**src/rtl/rv_ctrl_pkg.sv**
```systemverilog
// Shared encodings and the per-instruction control word for the pipelined RV32I/M control path.
// The all-zero control word is the pipeline bubble and the reset value of every stage register.
package rv_ctrl_pkg;

  localparam logic [4:0] ALU_ADD   = 5'd0;
  localparam logic [4:0] ALU_SUB   = 5'd1;
  localparam logic [4:0] ALU_AND   = 5'd2;
  localparam logic [4:0] ALU_OR    = 5'd3;
  localparam logic [4:0] ALU_XOR   = 5'd4;
  localparam logic [4:0] ALU_SLL   = 5'd5;
  localparam logic [4:0] ALU_SRL   = 5'd6;
  localparam logic [4:0] ALU_SRA   = 5'd7;
  localparam logic [4:0] ALU_SLT   = 5'd8;
  localparam logic [4:0] ALU_SLTU  = 5'd9;
  localparam logic [4:0] ALU_PASSB = 5'd10;
  localparam logic [4:0] ALU_MUL   = 5'd16;

  localparam logic [2:0] IMM_I = 3'd0;
  localparam logic [2:0] IMM_S = 3'd1;
  localparam logic [2:0] IMM_B = 3'd2;
  localparam logic [2:0] IMM_U = 3'd3;
  localparam logic [2:0] IMM_J = 3'd4;

  localparam logic [1:0] WB_MEM = 2'd0;
  localparam logic [1:0] WB_ALU = 2'd1;
  localparam logic [1:0] WB_PC4 = 2'd2;

  localparam logic [6:0] OPC_LUI    = 7'b0110111;
  localparam logic [6:0] OPC_AUIPC  = 7'b0010111;
  localparam logic [6:0] OPC_JAL    = 7'b1101111;
  localparam logic [6:0] OPC_JALR   = 7'b1100111;
  localparam logic [6:0] OPC_BRANCH = 7'b1100011;
  localparam logic [6:0] OPC_LOAD   = 7'b0000011;
  localparam logic [6:0] OPC_STORE  = 7'b0100011;
  localparam logic [6:0] OPC_OPIMM  = 7'b0010011;
  localparam logic [6:0] OPC_OP     = 7'b0110011;

  typedef struct packed {
    logic       reg_wen;
    logic       mem_rw;
    logic       mem_read;
    logic       branch;
    logic       jump;
    logic       a_sel;
    logic       b_sel;
    logic       br_un;
    logic [1:0] wb_sel;
    logic [4:0] alu_ctrl;
    logic [2:0] funct3;
    logic       rs1_used;
    logic       rs2_used;
    logic [4:0] rs1;
    logic [4:0] rs2;
    logic [4:0] rd;
  } ctrl_word_t;

  localparam ctrl_word_t CTRL_BUBBLE = '0;

  // Base-ISA ALU code from funct3; alt selects SUB/SRA (instr[30]).
  function automatic logic [4:0] alu_from_f3(input logic [2:0] f3, input logic alt);
    logic [4:0] code;
    case (f3)
      3'b000:  code = alt ? ALU_SUB : ALU_ADD;
      3'b001:  code = ALU_SLL;
      3'b010:  code = ALU_SLT;
      3'b011:  code = ALU_SLTU;
      3'b100:  code = ALU_XOR;
      3'b101:  code = alt ? ALU_SRA : ALU_SRL;
      3'b110:  code = ALU_OR;
      default: code = ALU_AND;
    endcase
    return code;
  endfunction

  // A producer stage hits a consumer source when it writes a non-x0 register that source reads.
  function automatic logic raw_hit(input logic wen, input logic [4:0] rd,
                                   input logic used, input logic [4:0] rs);
    return wen && (rd != 5'd0) && used && (rd == rs);
  endfunction

endpackage

```
**src/rtl/rv_ctrl_decode.sv**
```systemverilog
// Combinational RV32I (+ optional RV32M) decoder: instruction word to control word and immediate format.
// Anything not decodable, or not valid, leaves as an all-zero bubble.
module rv_ctrl_decode
  import rv_ctrl_pkg::*;
#(
  parameter bit MEXT = 1'b1
) (
  input  logic [31:0] instr,
  input  logic        valid,
  output ctrl_word_t  ctrl,
  output logic [2:0]  imm_sel,
  output logic        illegal
);

  logic [6:0] opcode;
  logic [2:0] f3;
  logic [6:0] f7;
  ctrl_word_t c;
  logic       legal;

  assign opcode = instr[6:0];
  assign f3     = instr[14:12];
  assign f7     = instr[31:25];

  always_comb begin
    c         = CTRL_BUBBLE;
    legal     = 1'b0;
    imm_sel   = IMM_I;
    c.funct3  = f3;
    c.rs1     = instr[19:15];
    c.rs2     = instr[24:20];
    case (opcode)
      OPC_LUI: begin
        legal = 1'b1; imm_sel = IMM_U;
        c.reg_wen = 1'b1; c.b_sel = 1'b1; c.alu_ctrl = ALU_PASSB; c.wb_sel = WB_ALU;
        c.rd = instr[11:7];
      end
      OPC_AUIPC: begin
        legal = 1'b1; imm_sel = IMM_U;
        c.reg_wen = 1'b1; c.a_sel = 1'b1; c.b_sel = 1'b1; c.wb_sel = WB_ALU;
        c.rd = instr[11:7];
      end
      OPC_JAL: begin
        legal = 1'b1; imm_sel = IMM_J;
        c.reg_wen = 1'b1; c.jump = 1'b1; c.a_sel = 1'b1; c.b_sel = 1'b1; c.wb_sel = WB_PC4;
        c.rd = instr[11:7];
      end
      OPC_JALR: begin
        legal = (f3 == 3'b000); imm_sel = IMM_I;
        c.reg_wen = 1'b1; c.jump = 1'b1; c.b_sel = 1'b1; c.wb_sel = WB_PC4;
        c.rs1_used = 1'b1; c.rd = instr[11:7];
      end
      OPC_BRANCH: begin
        legal = (f3 != 3'b010) && (f3 != 3'b011); imm_sel = IMM_B;
        c.branch = 1'b1; c.a_sel = 1'b1; c.b_sel = 1'b1; c.br_un = f3[1];
        c.rs1_used = 1'b1; c.rs2_used = 1'b1;
      end
      OPC_LOAD: begin
        legal = (f3 == 3'b000) || (f3 == 3'b001) || (f3 == 3'b010) ||
                (f3 == 3'b100) || (f3 == 3'b101);
        c.reg_wen = 1'b1; c.mem_read = 1'b1; c.b_sel = 1'b1; c.wb_sel = WB_MEM;
        c.rs1_used = 1'b1; c.rd = instr[11:7];
      end
      OPC_STORE: begin
        legal = (f3 == 3'b000) || (f3 == 3'b001) || (f3 == 3'b010); imm_sel = IMM_S;
        c.mem_rw = 1'b1; c.b_sel = 1'b1;
        c.rs1_used = 1'b1; c.rs2_used = 1'b1;
      end
      OPC_OPIMM: begin
        // Shift-immediates reuse funct7 as a qualifier; other OP-IMM forms carry immediate bits there.
        if (f3 == 3'b001)      legal = (f7 == 7'b0000000);
        else if (f3 == 3'b101) legal = (f7 == 7'b0000000) || (f7 == 7'b0100000);
        else                   legal = 1'b1;
        c.reg_wen = 1'b1; c.b_sel = 1'b1; c.wb_sel = WB_ALU;
        c.alu_ctrl = alu_from_f3(f3, (f3 == 3'b101) && instr[30]);
        c.rs1_used = 1'b1; c.rd = instr[11:7];
      end
      OPC_OP: begin
        if (f7 == 7'b0000000) begin
          legal = 1'b1; c.alu_ctrl = alu_from_f3(f3, 1'b0);
        end else if (f7 == 7'b0100000) begin
          legal = (f3 == 3'b000) || (f3 == 3'b101); c.alu_ctrl = alu_from_f3(f3, 1'b1);
        end else if (f7 == 7'b0000001) begin
          legal = MEXT; c.alu_ctrl = ALU_MUL | {2'b00, f3};
        end
        c.reg_wen = 1'b1; c.wb_sel = WB_ALU;
        c.rs1_used = 1'b1; c.rs2_used = 1'b1; c.rd = instr[11:7];
      end
      default: legal = 1'b0;
    endcase
    illegal = valid && !legal;
    ctrl    = (valid && legal) ? c : CTRL_BUBBLE;
  end

endmodule

```
**src/rtl/rv_pipe_ctrl.sv**
```systemverilog
// Pipelined control: decodes in ID, carries control words through ID/EX, EX/MEM, MEM/WB,
// and resolves load-use / RAW / MDU stalls, redirect flushes and operand forwarding.
module rv_pipe_ctrl
  import rv_ctrl_pkg::*;
#(
  parameter bit MEXT       = 1'b1,
  parameter bit FORWARDING = 1'b1
) (
  input  logic        clk,
  input  logic        rst_n,
  input  logic [31:0] instr_id,
  input  logic        valid_id,
  input  logic        br_taken_ex,
  input  logic        mdu_busy_ex,
  output logic [2:0]  ImmSel_id,
  output logic        illegal_id,
  output logic        stall_o,
  output logic        flush_o,
  output logic        ASel_ex,
  output logic        BSel_ex,
  output logic        BrUn_ex,
  output logic [4:0]  ALUControl_ex,
  output logic [1:0]  fwd_a_ex,
  output logic [1:0]  fwd_b_ex,
  output logic        PCSel_ex,
  output logic        MemRW_mem,
  output logic [2:0]  funct3_mem,
  output logic        RegWEn_wb,
  output logic [1:0]  WBSel_wb,
  output logic [4:0]  rd_wb
);

  ctrl_word_t id_c, ex_q, mem_q, wb_q, ex_d, mem_d;
  logic ex_hit, mem_hit, wb_hit, data_hazard, data_stall, redirect;
  logic unused_fields;

  rv_ctrl_decode #(.MEXT(MEXT)) u_decode (
    .instr   (instr_id),
    .valid   (valid_id),
    .ctrl    (id_c),
    .imm_sel (ImmSel_id),
    .illegal (illegal_id)
  );

  always_comb begin
    ex_hit  = raw_hit(ex_q.reg_wen, ex_q.rd, id_c.rs1_used, id_c.rs1) ||
              raw_hit(ex_q.reg_wen, ex_q.rd, id_c.rs2_used, id_c.rs2);
    mem_hit = raw_hit(mem_q.reg_wen, mem_q.rd, id_c.rs1_used, id_c.rs1) ||
              raw_hit(mem_q.reg_wen, mem_q.rd, id_c.rs2_used, id_c.rs2);
    wb_hit  = raw_hit(wb_q.reg_wen, wb_q.rd, id_c.rs1_used, id_c.rs1) ||
              raw_hit(wb_q.reg_wen, wb_q.rd, id_c.rs2_used, id_c.rs2);
    data_hazard = FORWARDING ? (ex_hit && ex_q.mem_read) : (ex_hit || mem_hit || wb_hit);
    // A stalled MDU op owns EX, so its redirect cannot fire; a redirect overrides a data stall.
    redirect   = !mdu_busy_ex && ((ex_q.branch && br_taken_ex) || ex_q.jump);
    data_stall = data_hazard && !redirect;
    stall_o    = mdu_busy_ex || data_stall;
    flush_o    = redirect;
    PCSel_ex   = redirect;
  end

  always_comb begin
    ex_d  = id_c;
    mem_d = ex_q;
    if (mdu_busy_ex) begin
      ex_d  = ex_q;
      mem_d = CTRL_BUBBLE;
    end else if (redirect || data_stall) begin
      ex_d  = CTRL_BUBBLE;
    end
  end

  always_comb begin
    fwd_a_ex = 2'b00;
    fwd_b_ex = 2'b00;
    if (FORWARDING) begin
      if (raw_hit(mem_q.reg_wen, mem_q.rd, ex_q.rs1_used, ex_q.rs1))      fwd_a_ex = 2'b01;
      else if (raw_hit(wb_q.reg_wen, wb_q.rd, ex_q.rs1_used, ex_q.rs1))   fwd_a_ex = 2'b10;
      if (raw_hit(mem_q.reg_wen, mem_q.rd, ex_q.rs2_used, ex_q.rs2))      fwd_b_ex = 2'b01;
      else if (raw_hit(wb_q.reg_wen, wb_q.rd, ex_q.rs2_used, ex_q.rs2))   fwd_b_ex = 2'b10;
    end
  end

  always_ff @(posedge clk or negedge rst_n) begin
    if (!rst_n) begin
      ex_q  <= CTRL_BUBBLE;
      mem_q <= CTRL_BUBBLE;
      wb_q  <= CTRL_BUBBLE;
    end else begin
      ex_q  <= ex_d;
      mem_q <= mem_d;
      wb_q  <= mem_q;
    end
  end

  assign ASel_ex       = ex_q.a_sel;
  assign BSel_ex       = ex_q.b_sel;
  assign BrUn_ex       = ex_q.br_un;
  assign ALUControl_ex = ex_q.alu_ctrl;
  assign MemRW_mem     = mem_q.mem_rw;
  assign funct3_mem    = mem_q.funct3;
  assign RegWEn_wb     = wb_q.reg_wen;
  assign WBSel_wb      = wb_q.wb_sel;
  assign rd_wb         = wb_q.rd;

  // Later stages carry the full word for debug visibility even though only a few fields leave.
  assign unused_fields = ^{mem_q, wb_q};

endmodule

```
**config.mk**
```make
export PLATFORM = sky130hd
export DESIGN_NAME = rv_pipe_ctrl
export DESIGN_NICKNAME = d
export VERILOG_FILES = /design/src/rtl/rv_ctrl_pkg.sv /design/src/rtl/rv_ctrl_decode.sv /design/src/rtl/rv_pipe_ctrl.sv
export SDC_FILE = /design/constraint.sdc
export NUM_CORES = 1
export LEC_CHECK = 0
export ABC_AREA = 1
export CAP_MARGIN = 10
export CORE_ASPECT_RATIO = 1.4
export CORE_UTILIZATION = 25
export CTS_CLUSTER_SIZE = 25
export DETAILED_ROUTE_END_ITERATION = 6
export GPL_TIMING_DRIVEN = 0
export SLEW_MARGIN = 20
export SYNTH_ARGS = -nofsm -noshare
export SYNTH_HDL_FRONTEND = slang
export SYNTH_SLANG_ARGS = --single-unit
```
**constraint.sdc**
```tcl
create_clock -name clk -period 2.73 [get_ports clk]
set_input_delay 0.546 -clock clk [delete_from_list [all_inputs] [get_ports clk]]
set_output_delay 0.546 -clock clk [all_outputs]
set_load 0.1 [all_outputs]
```
==> results.py, run 1 <==
metrics = {
    "routing": {
        "route.detailed.drc": 0,
        "vias": 3375,
        "vias_per_cell": 4.84,
        "dr.pass1.iters": 4,
        "drt_iter0_markers": 158,
        "wire_per_inst_um": 15.1,
        "drt-total-wl_um": 10500,
        "drtAntennaViolNets": 0,
    },
    "timing": {
        "setup_viol": 2,
        "worst_slew_pin_slew_ps": 970,
        "layout_setup_ws_ps": -229,
        "period_share_pct": 108,
        "rsz0062_at_grt": "true",
        "maxSlewHeadroom_pct": 35.2,
        "hold_viol_final": 0,
        "drv_slew": 0,
        "fin_skew_ps": 7.12,
        "fin_crit_ps": 2960,
        "whs_ps": 271,
        "fmax_mhz": 338,
    },
    "logic_synthesis": {
        "ys_warn_count": 0,
        "synth_top_cell_area_share_pct": 42.4,
        "synth_common_cells": "nand2_1, dfrtp_1, inv_1",
        "synthTopCellsByArea": "dfrtp_1, nand2_1, nand4_1, inv_1, nor2_1",
        "synthesis.nets": 468,
        "synth_ff_type": "dfrtp_1",
        "syn_inst": 431,
        "yosysTopAreaCell": "dfrtp_1",
        "yosysMostFrequentCell": "nand2_1",
        "synth-edff-count": 0,
        "ys_ff_latch": 54,
        "yosysSeqAreaShare_pct": 42.4,
        "synth.distinct_cells": 33,
        "synth_area_um2": 3190,
        "synthArstFlopShare_pct": 100,
        "postSynthAreaPerCell_um2": 7.39,
    },
    "cts": {
        "cts_buffers": 5,
        "root_buffer": "clkbuf_16",
        "clockBufferDepth": 2,
        "clkSinkCount": 54,
        "path_clk_slew_ps": 70,
        "tritoncts": "done",
        "cts_max_level": 2,
        "clk_latency_ps": 300,
    },
    "critical_path": {
        "arrival_ps": 2410,
        "cpPeakStageDelay_ps": 190,
        "crit_family": "simple AND/OR/NAND/NOR gates",
        "r2r-start": "ex_q[2]",
        "crit_top_cell": "nand2_2",
        "r2r_slack_ps": 660,
        "crit_start": "instr_id[25]",
        "timing.rr.end": "ALUControl_ex[2]",
        "start_kind": "input pin",
        "required_ps": 2180,
        "path_max_fanout": 5,
        "r2r_cells": 15,
        "end_kind": "output port",
        "crit_buf_inv": 3,
        "worst_path_max_delay_cell": "buf_12",
        "crit_type": "input pin to output port",
        "crit_chain": "buf_2, nor2_2, nand2_2, nor2_4, nand2_1, nand2_1, nand2_2, nand4_4, buf_6, nand3_2, nand2_2, nand2_2, nor2_2, nand3_2, nand2_2, nand2_4, o21ai_4, buf_12",
    },
    "power_and_ir_drop": {
        "power.leakage_uw": 0.00232,
        "powerDensity_nw_per_um2": 361,
        "peakVddDrop_uv": 281,
    },
    "layout": {
        "instances_no_fill": 698,
        "diodes": 0,
        "fin_nets": 584,
        "finalInstanceArea_um2": 4740,
        "layout-drive-gt1-share_pct": 27.9,
        "syn2layout_area_growth_pct": 48.6,
    },
    "global_route": {
        "grt_pass1_vias": 3503,
        "overflow": 0,
        "grt_use_total_pct": 16.2,
        "grt_max_degree": 55,
        "grt_pass1_wl_um": 17100,
        "antenna_found_initial": 0,
    },
    "die": {
        "num_rows": 48,
        "io-pin-count": 68,
        "die_x_um": 97.4,
        "die_h_um": 136,
        "dieArea_um2": 13200,
        "fp.coreArea_um2": 12400,
        "initial_core_util_pct": 25.8,
    },
    "worst_hold_path": {
        "hold_path.class": "input pin to async pin",
    },
    "job": {
        "drv_cap": 0,
    },
    "placed_design": {
        "hpwl_um": 7230,
        "dp_cells": 648,
        "place_area_um2": 4080,
        "io_buffer_count": 67,
        "dp_worst_setup_slack_ps": -1790,
        "place.gp.congestion": 0.863,
    },
    "outcome": {
        "violations": "setup timing",
        "status": "finished, violations left",
    },
}
==> cells by family after synthesis <==
group | count (synthesis) | synth area share, %
buffers and inverters | 71 | 10.2
AND/OR/NAND/NOR | 249 | 36.2
AO/OA/AOI/OAI | 47 | 8.48
flip-flops | 54 | 42.4
XOR/XNOR | 10 | 2.75
==> layout make-up <==
class                   count  area (µm²)
fillers                  1288        7630
clock buffers               5         125
inverters                  49         204
well taps                 150         188
clock inverters             3        28.8
plain buffers              22         143
multi-input cells         306        1710
flip-flops and latches     54        1350
repair buffers            109         988
==> per-stage QoR <==
step | TNS (ps) | total power [µW] | util (%)
6_report | -351 | 1710 | 38.3
5_1_grt | -575 | 1770 | 38.3
4_1_cts | -329 | 1710 | 37.5
3_5_place_dp | -15990 | 1010 | 33.0
3_3_place_gp | -42670 | 1010 | 33.0
2_1_floorplan | -2860 | 901 | -
==> per-layer routing <==
metal  wire length (µm)  track usage (%)  share of wire (%)  vias to the layer above
met4                288             7.11                2.7                        0
met2               5640             30.5                 54                      136
met5                  0                0                  0                        -
li1                   -                -                  -                     1635
met1               4080             18.0                 39                     1578
met3                523             2.32                5.0                       26
==> worst max path at each step <==
stage / end / cells after the start
after floorplan: stall_o / 15
final: stall_o / 18
after global placement: stall_o / 16
after CTS: stall_o / 19
after detailed placement: stall_o / 17
after global routing: stall_o / 18
==> timing repair <==
action / CTS / global route
gates cloned: 1 / 0
hold buffers: 0 / 0
setup endpoints to repair: 16 / 4
pin swaps: 33 / 26
hold endpoints to repair: 0 / 0
setup buffers: 41 / 1
resized for setup: 164 / 29
==> placed cells by master, fill, tap and decap left out, drive strengths merged <==
cell type,synthesis,final
clkdlybuf4s50,0,38
or4,1,1
nand3,19,19
nor3,3,3
o32ai,1,1
dlygate4sd2,0,3
a31oi,2,2
nand2,137,137
nor4,3,3
o2111ai,5,5
o41ai,1,1
o22ai,3,3
clkdlybuf4s15,0,4
o21ai,21,21
clkbuf,7,13
nand4,34,34
buf,15,78
a21oi,13,13
xor2,6,6
inv,48,49
o211ai,1,1
dfrtp,54,54
nor2,52,52
clkinv,1,3
xnor2,4,4
==> flip-flops by register name, summed over array words and instances, names as in the netlist, 2 cells and up <==
| signal | cells |
|---|---|
| mem_q | 8 |
| rd_wb | 5 |
| ALUControl_ex | 5 |
| ex_q | 26 |
| WBSel_wb | 2 |
| funct3_mem | 3 |
==> power by group <==
part	internal, µW	total [µW]	switching, µW
sequential	802	805	2.94
clock	350	660	310
combinational	100	244	144
(Power assumes the default switching activity.)
==> run 2: changes to the inputs <==
Settings changed: CORE_MARGIN from default to 3.
==> run 2 against run 1 <==
Against the previous run:
- the flow still finishes with violations (setup timing)
- routed wire length shrank 6.1%
- final area is 2.6% lower
- critical path depth unchanged
- clock skew about the same
- cell count is 2.1% lower
- sequential share of layout area up 0.77 points
- hold slack gained 15 ps
- critical endpoint unchanged
==> results.py, run 2 (same netlist as run 1, synthesis figures left out) <==
metrics = {
    "layout": {
        "top_register": "ex_q",
        "layout-drive-gt1-share_pct": 25.1,
        "diodes": 0,
        "largest_reg_flops": 26,
        "fin_nets": 569,
        "finalInstanceArea_um2": 4610,
        "syn2layout_area_growth_pct": 44.7,
        "final_common_cell": "nand2_1",
        "instances_no_fill": 683,
        "largestRegisters": "ex_q: 26 flops, mem_q: 8 flops",
        "final_cell_mix": "nand2_1, dfrtp_1, inv_1, buf_4, clkdlybuf4s50_1",
    },
    "die": {
        "die_h_um": 140,
        "io-pin-count": 68,
        "dieArea_um2": 14200,
        "num_rows": 48,
        "die_x_um": 101,
        "initial_core_util_pct": 25.8,
        "fp.coreArea_um2": 12400,
    },
    "routing": {
        "drtAntennaViolNets": 0,
        "drt_iter0_markers": 161,
        "drt-total-wl_um": 9890,
        "wire_per_inst_um": 14.5,
        "dr.pass1.iters": 5,
        "vias_per_cell": 4.80,
        "vias": 3280,
        "route.detailed.drc": 0,
    },
    "cts": {
        "clkSinkCount": 54,
        "path_clk_slew_ps": 70,
        "cts_max_level": 2,
        "tritoncts": "done",
        "clk_latency_ps": 290,
        "cts_hold_buf": 0,
        "root_buffer": "clkbuf_16",
        "clockBufferDepth": 2,
        "cts_buffers": 5,
    },
    "global_route": {
        "grt_use_total_pct": 14.4,
        "grt_max_degree": 55,
        "grt_pass1_vias": 3442,
        "antenna_found_initial": 0,
        "grt_pass1_wl_um": 16400,
        "overflow": 0,
    },
    "critical_path": {
        "arrival_ps": 2410,
        "crit_chain": "buf_6, inv_1, nand2_1, nor2_1, nand3_1, nand2_1, nor2_4, nand4_4, buf_4, nand3_1, nand2_1, nand2_1, nor2_1, nand3_2, nand2_2, nand2_4, o21ai_4, buf_12",
        "worst_path_max_delay_cell": "buf_12",
        "r2r_slack_ps": 670,
        "timing.rr.end": "ALUControl_ex[1]",
        "crit_type": "input pin to output port",
        "start_kind": "input pin",
        "required_ps": 2180,
        "crit_top_cell": "nand2_1",
        "path_max_fanout": 6,
        "r2r_cells": 15,
        "crit_start": "instr_id[5]",
        "r2r-start": "ex_q[3]",
        "end_kind": "output port",
        "crit_end": "stall_o",
        "cpPeakStageDelay_ps": 190,
    },
    "worst_hold_path": {
        "hold_path.class": "input pin to async pin",
    },
    "power_and_ir_drop": {
        "p_sw_uw": 434,
        "powerDensity_nw_per_um2": 382,
        "p_int_uw": 1330,
        "peakVddDrop_uv": 254,
        "p_clk_share_pct": 41.8,
        "seqPwrFrac_pct": 45.7,
        "combPwrFrac_pct": 12.6,
        "power.leakage_uw": 0.00228,
        "switching_share_pct": 24.6,
    },
    "timing": {
        "hold_viol_final": 0,
        "worst_slew_pin_slew_ps": 981,
        "final.setup.tns_ps": -224,
        "fin_skew_ps": 7.22,
        "period_share_pct": 108,
        "layout_setup_ws_ps": -224,
        "setup_viol": 1,
        "fmax_mhz": 338,
        "drv_slew": 0,
        "fin_crit_ps": 2950,
        "maxSlewHeadroom_pct": 34.4,
        "rsz0062_at_grt": "true",
    },
    "placed_design": {
        "io_buffer_count": 67,
        "dp_worst_setup_slack_ps": -1830,
        "place.gp.congestion": 0.881,
        "dp_cells": 648,
        "hpwl_um": 7350,
        "place_area_um2": 4080,
    },
    "outcome": {
        "violations": "setup timing",
        "status": "finished, violations left",
    },
    "job": {
        "drv_cap": 0,
    },
}
run 2: changes by cell type in the layout (fill, tap and decap cells not counted), moves of 2 or more:
| cell | previous run | this run |
|---|---|---|
| buf_2 | 8 | 4 |
| buf_4 | 49 | 39 |
| clkinv_4 | 2 | 0 |
| inv_1 | 41 | 39 |
| inv_2 | 0 | 4 |
| inv_4 | 6 | 4 |
| nand2_1 | 114 | 118 |
| nand2_2 | 17 | 13 |
| nand3_1 | 14 | 16 |
| nand3_2 | 5 | 3 |
run 2: critical path: cells and delay by family:
| kind | cells | cell delay [ps] |
|---|---|---|
| buffers and inverters | 4 | 540 |
| AO/OA/AOI/OAI | 1 | 180 |
| AND/OR/NAND/NOR | 13 | 1120 |
run 2: final cells by class:
cell class / instances / area, µm²
timing repair buffer: 94 / 875
buffer: 22 / 143
fill: 1298 / 7760
inverter: 49 / 199
multi-input combinational: 306 / 1680
tap: 150 / 188
clock inverter: 3 / 48.8
sequential: 54 / 1350
clock buffer: 5 / 125
run 2: routing by layer:
metal | wire [µm] | part of all wire, % | vias to the layer above | global-route usage, %
li1 | - | - | 1606 | -
met1 | 3960 | 40 | 1548 | 17.4
met2 | 5250 | 53 | 108 | 25.3
met3 | 468 | 4.7 | 18 | 2.36
met4 | 212 | 2.1 | 0 | 5.32
met5 | 0 | 0 | - | 0
run 2: repair_timing:
item	4_1_cts	5_1_grt
setup endpoints to repair	19	4
pin swaps	30	28
gates resized for setup	157	23
buffers inserted	19	7
cloned	1	0
run 2: worst min-delay path by stage:
| stage | depth (start not counted) | start | endpoint | slack (ps) |
|---|---|---|---|---|
| 6_report | 1 | rst_n | WBSel_wb[0] | 290 |
| 5_1_grt | 1 | rst_n | WBSel_wb[0] | 350 |
| 4_1_cts | 1 | rst_n | ex_q[2] | 320 |
| 3_5_place_dp | 0 | mem_q[26] | WBSel_wb[1] | 340 |
| 3_3_place_gp | 0 | mem_q[25] | WBSel_wb[0] | 340 |
| 2_1_floorplan | 0 | rst_n | ALUControl_ex[0] | 250 |
run 2: through the flow:
stage               power [µW]  hold slack [ps]  utilization, %
floorplan                  901              250               -
global placement          1010              340            33.0
detailed placement        1010              336            33.0
CTS                       1770              324            36.4
global route              1820              353            37.3
finish                    1760              286            37.3
run 2: power groups by stage:
stage	clock network (µW)	registers (µW)	logic, µW
after floorplan	0	821	80.4
after global placement	0	821	189
after detailed placement	0	821	190
after CTS	760	805	209
after global routing	779	805	240
final	736	805	221
==> run 3: changes to the inputs <==
Settings changed: ABC_AREA 1 to default, GPL_TIMING_DRIVEN 0 to default.
==> run 3 against run 2 <==
Against the previous run:
- the flow now finishes without violations
- critical path depth down 11
- sequential cell count stayed put
- synthesized area is 4.3% lower
- setup slack better by 260 ps
- hold slack gained 66 ps
- synthesized cell count down 23%
- clock power rose by 0.8%
- final area decreased by 2.4%
- sequential share of layout area up 0.93 points
- largest cell class unchanged
==> results.py, run 3 <==
metrics = {
    "layout": {
        "layout-drive-gt1-share_pct": 32.6,
        "top_register": "ex_q",
        "final_common_cell": "buf_4",
        "largest_reg_flops": 26,
        "fill_cells": 1233,
        "multi_input_area_um2": 1680,
        "largestRegisters": "ex_q: 26 flops, mem_q: 8 flops",
        "final_cell_mix": "buf_4, nand2_1, dfrtp_1, nand3_1",
        "fin_nets": 465,
        "finalInstanceArea_um2": 4500,
        "final_util_pct": 37.9,
        "diodes": 0,
        "regArea_um2": 1360,
        "syn2layout_area_growth_pct": 47.6,
    },
    "logic_synthesis": {
        "synth_common_cells": "dfrtp_1, nand2_1, nand3_1",
        "ys_warn_count": 0,
        "syn_inst": 332,
        "yosysMostFrequentCell": "dfrtp_1",
        "synth.distinct_cells": 51,
        "postSynthAreaPerCell_um2": 9.18,
        "yosysSeqAreaShare_pct": 44.3,
        "ys_ff_latch": 54,
        "synthArstFlopShare_pct": 100,
        "synth_area_um2": 3050,
        "synthTopCellsByArea": "dfrtp_1, nand2_1, xnor2_1, nand3_1, xor2_1",
        "synth_ff_type": "dfrtp_1",
        "synth_top_cell_area_share_pct": 44.3,
        "synth-edff-count": 0,
        "synthesis.nets": 369,
        "yosysTopAreaCell": "dfrtp_1",
    },
    "timing": {
        "fin_crit_ps": 2700,
        "rsz0062_at_grt": "true",
        "maxSlewHeadroom_pct": 54.1,
        "hold_viol_final": 0,
        "drv_slew": 0,
        "worst_slew_pin_slew_ps": 689,
        "fmax_mhz": 371,
        "fin_skew_ps": 5.38,
        "setup_viol": 0,
        "period_share_pct": 98.8,
    },
    "routing": {
        "drt_iter0_markers": 97,
        "drt-total-wl_um": 9070,
        "wire_per_inst_um": 15.7,
        "dr.pass1.iters": 4,
        "route.detailed.drc": 0,
        "drtAntennaViolNets": 0,
        "vias_per_cell": 4.82,
        "vias": 2777,
    },
    "job": {
        "drv_cap": 0,
    },
    "placed_design": {
        "place_area_um2": 4240,
        "place.gp.congestion": 0.861,
        "hpwl_um": 6950,
        "io_buffer_count": 67,
    },
    "critical_path": {
        "r2r-start": "ex_q[2]",
        "r2r_slack_ps": 300,
        "r2r_cells": 8,
        "crit_type": "input pin to output port",
        "crit_family": "simple AND/OR/NAND/NOR gates",
        "end_kind": "output port",
        "crit_chain": "dlygate4sd2_1, nor3b_2, nand3_2, o31ai_1, or3_4, nor3b_4, buf_12",
        "start_kind": "input pin",
        "cpPeakStageDelay_ps": 430,
        "crit_buf_inv": 2,
        "worst_path_max_delay_cell": "or3_4",
        "path_max_fanout": 6,
        "required_ps": 2180,
        "arrival_ps": 2150,
        "timing.rr.end": "ALUControl_ex[3]",
    },
    "global_route": {
        "grt_use_total_pct": 13.8,
        "overflow": 0,
        "grt_max_degree": 55,
        "grt_pass1_vias": 2955,
        "grt_pass1_wl_um": 14800,
        "antenna_found_initial": 0,
    },
    "die": {
        "dieArea_um2": 13600,
        "initial_core_util_pct": 25.7,
        "die_x_um": 99.3,
        "fp.coreArea_um2": 11900,
        "num_rows": 47,
        "io-pin-count": 68,
        "die_h_um": 137,
    },
    "cts": {
        "cts_max_level": 2,
        "clk_latency_ps": 300,
        "path_clk_slew_ps": 70,
        "tritoncts": "done",
        "cts_buffers": 5,
        "clkSinkCount": 54,
        "root_buffer": "clkbuf_16",
        "cts_hold_buf": 0,
        "clockBufferDepth": 2,
    },
    "worst_hold_path": {
        "hp-start": "mem_q[26]",
        "hold_depth": 0,
        "whs_endpoint": "WBSel_wb[1]",
        "hold_path.class": "flop to flop",
    },
    "power_and_ir_drop": {
        "power.leakage_uw": 0.00201,
        "peakVddDrop_uv": 270,
        "powerDensity_nw_per_um2": 402,
    },
    "outcome": {
        "status": "completed",
    },
}
[run 3: changes by cell type in the layout (fill, tap and decap cells not counted), sizes merged, moves of 13 or more]
cell           before  now
buf                62   83
clkdlybuf4s50      38   13
inv                49    7
nand2             137   53
nand4              34    5
nor2               52    9
nor2b               0   18
o21ai              21   36
xnor2               4   17
[run 3: logic make-up after synthesis]
logic type      synth area share, %
compound gates                 16.6
xor+xnor                       8.62
buf+inv                        6.52
flops                          44.3
simple gates                   23.9
[run 3: worst max-delay path by stage]
stage / slack, ps / from / cells after the start / endpoint
after floorplan: -190 / instr_id[4] / 6 / illegal_id
after global placement: -340 / instr_id[3] / 8 / stall_o
after detailed placement: -280 / instr_id[3] / 8 / stall_o
after CTS: 7 / instr_id[14] / 8 / stall_o
final: 30 / instr_id[3] / 7 / illegal_id
after global routing: -7 / instr_id[3] / 7 / illegal_id
[run 3: final cells by class]
type                    count  share of cell area, %
well taps                 147                   4.09
clock buffers               5                   2.78
flip-flops and latches     54                   30.3
multi-input cells         243                   37.3
repair buffers            118                   23.9
clock inverters             3                   1.08
inverters                   6                  0.556
[run 3: routing by layer]
layer,up-vias,wire length (µm),track usage (%)
li1,1340,-,-
met1,1336,3610,16.0
met2,82,4830,25.0
met3,19,380,2.55
met4,0,247,5.47
met5,-,0,0
[run 3: through the flow]
| stage | setup WS [ps] | hold WS (ps) | std cells | total power (µW) | TNS [ps] |
|---|---|---|---|---|---|
| after floorplan | -191 | 250 | 332 | 944 | -271 |
| after global placement | -345 | 337 | 563 | 1080 | -1300 |
| after global routing | -7.42 | 364 | 576 | 1880 | -8.39 |
| final | 32.3 | 352 | 576 | 1810 | 0 |
| after CTS | 7.01 | 358 | 573 | 1830 | 0 |
| after detailed placement | -282 | 342 | 563 | 1080 | -1070 |
[run 3: timing repair]
item | CTS | global route
endpoints found under the setup margin | 3 | 2
buffers inserted | 2 | 3
gates resized for setup | 28 | 15
pin swaps | 13 | 12
endpoints found under the hold margin | 0 | 0
[run 3: power breakdown]
group	total, µW	switching (µW)	internal, µW
logic	262	148	113
registers	807	3.71	803
clock network	742	303	439
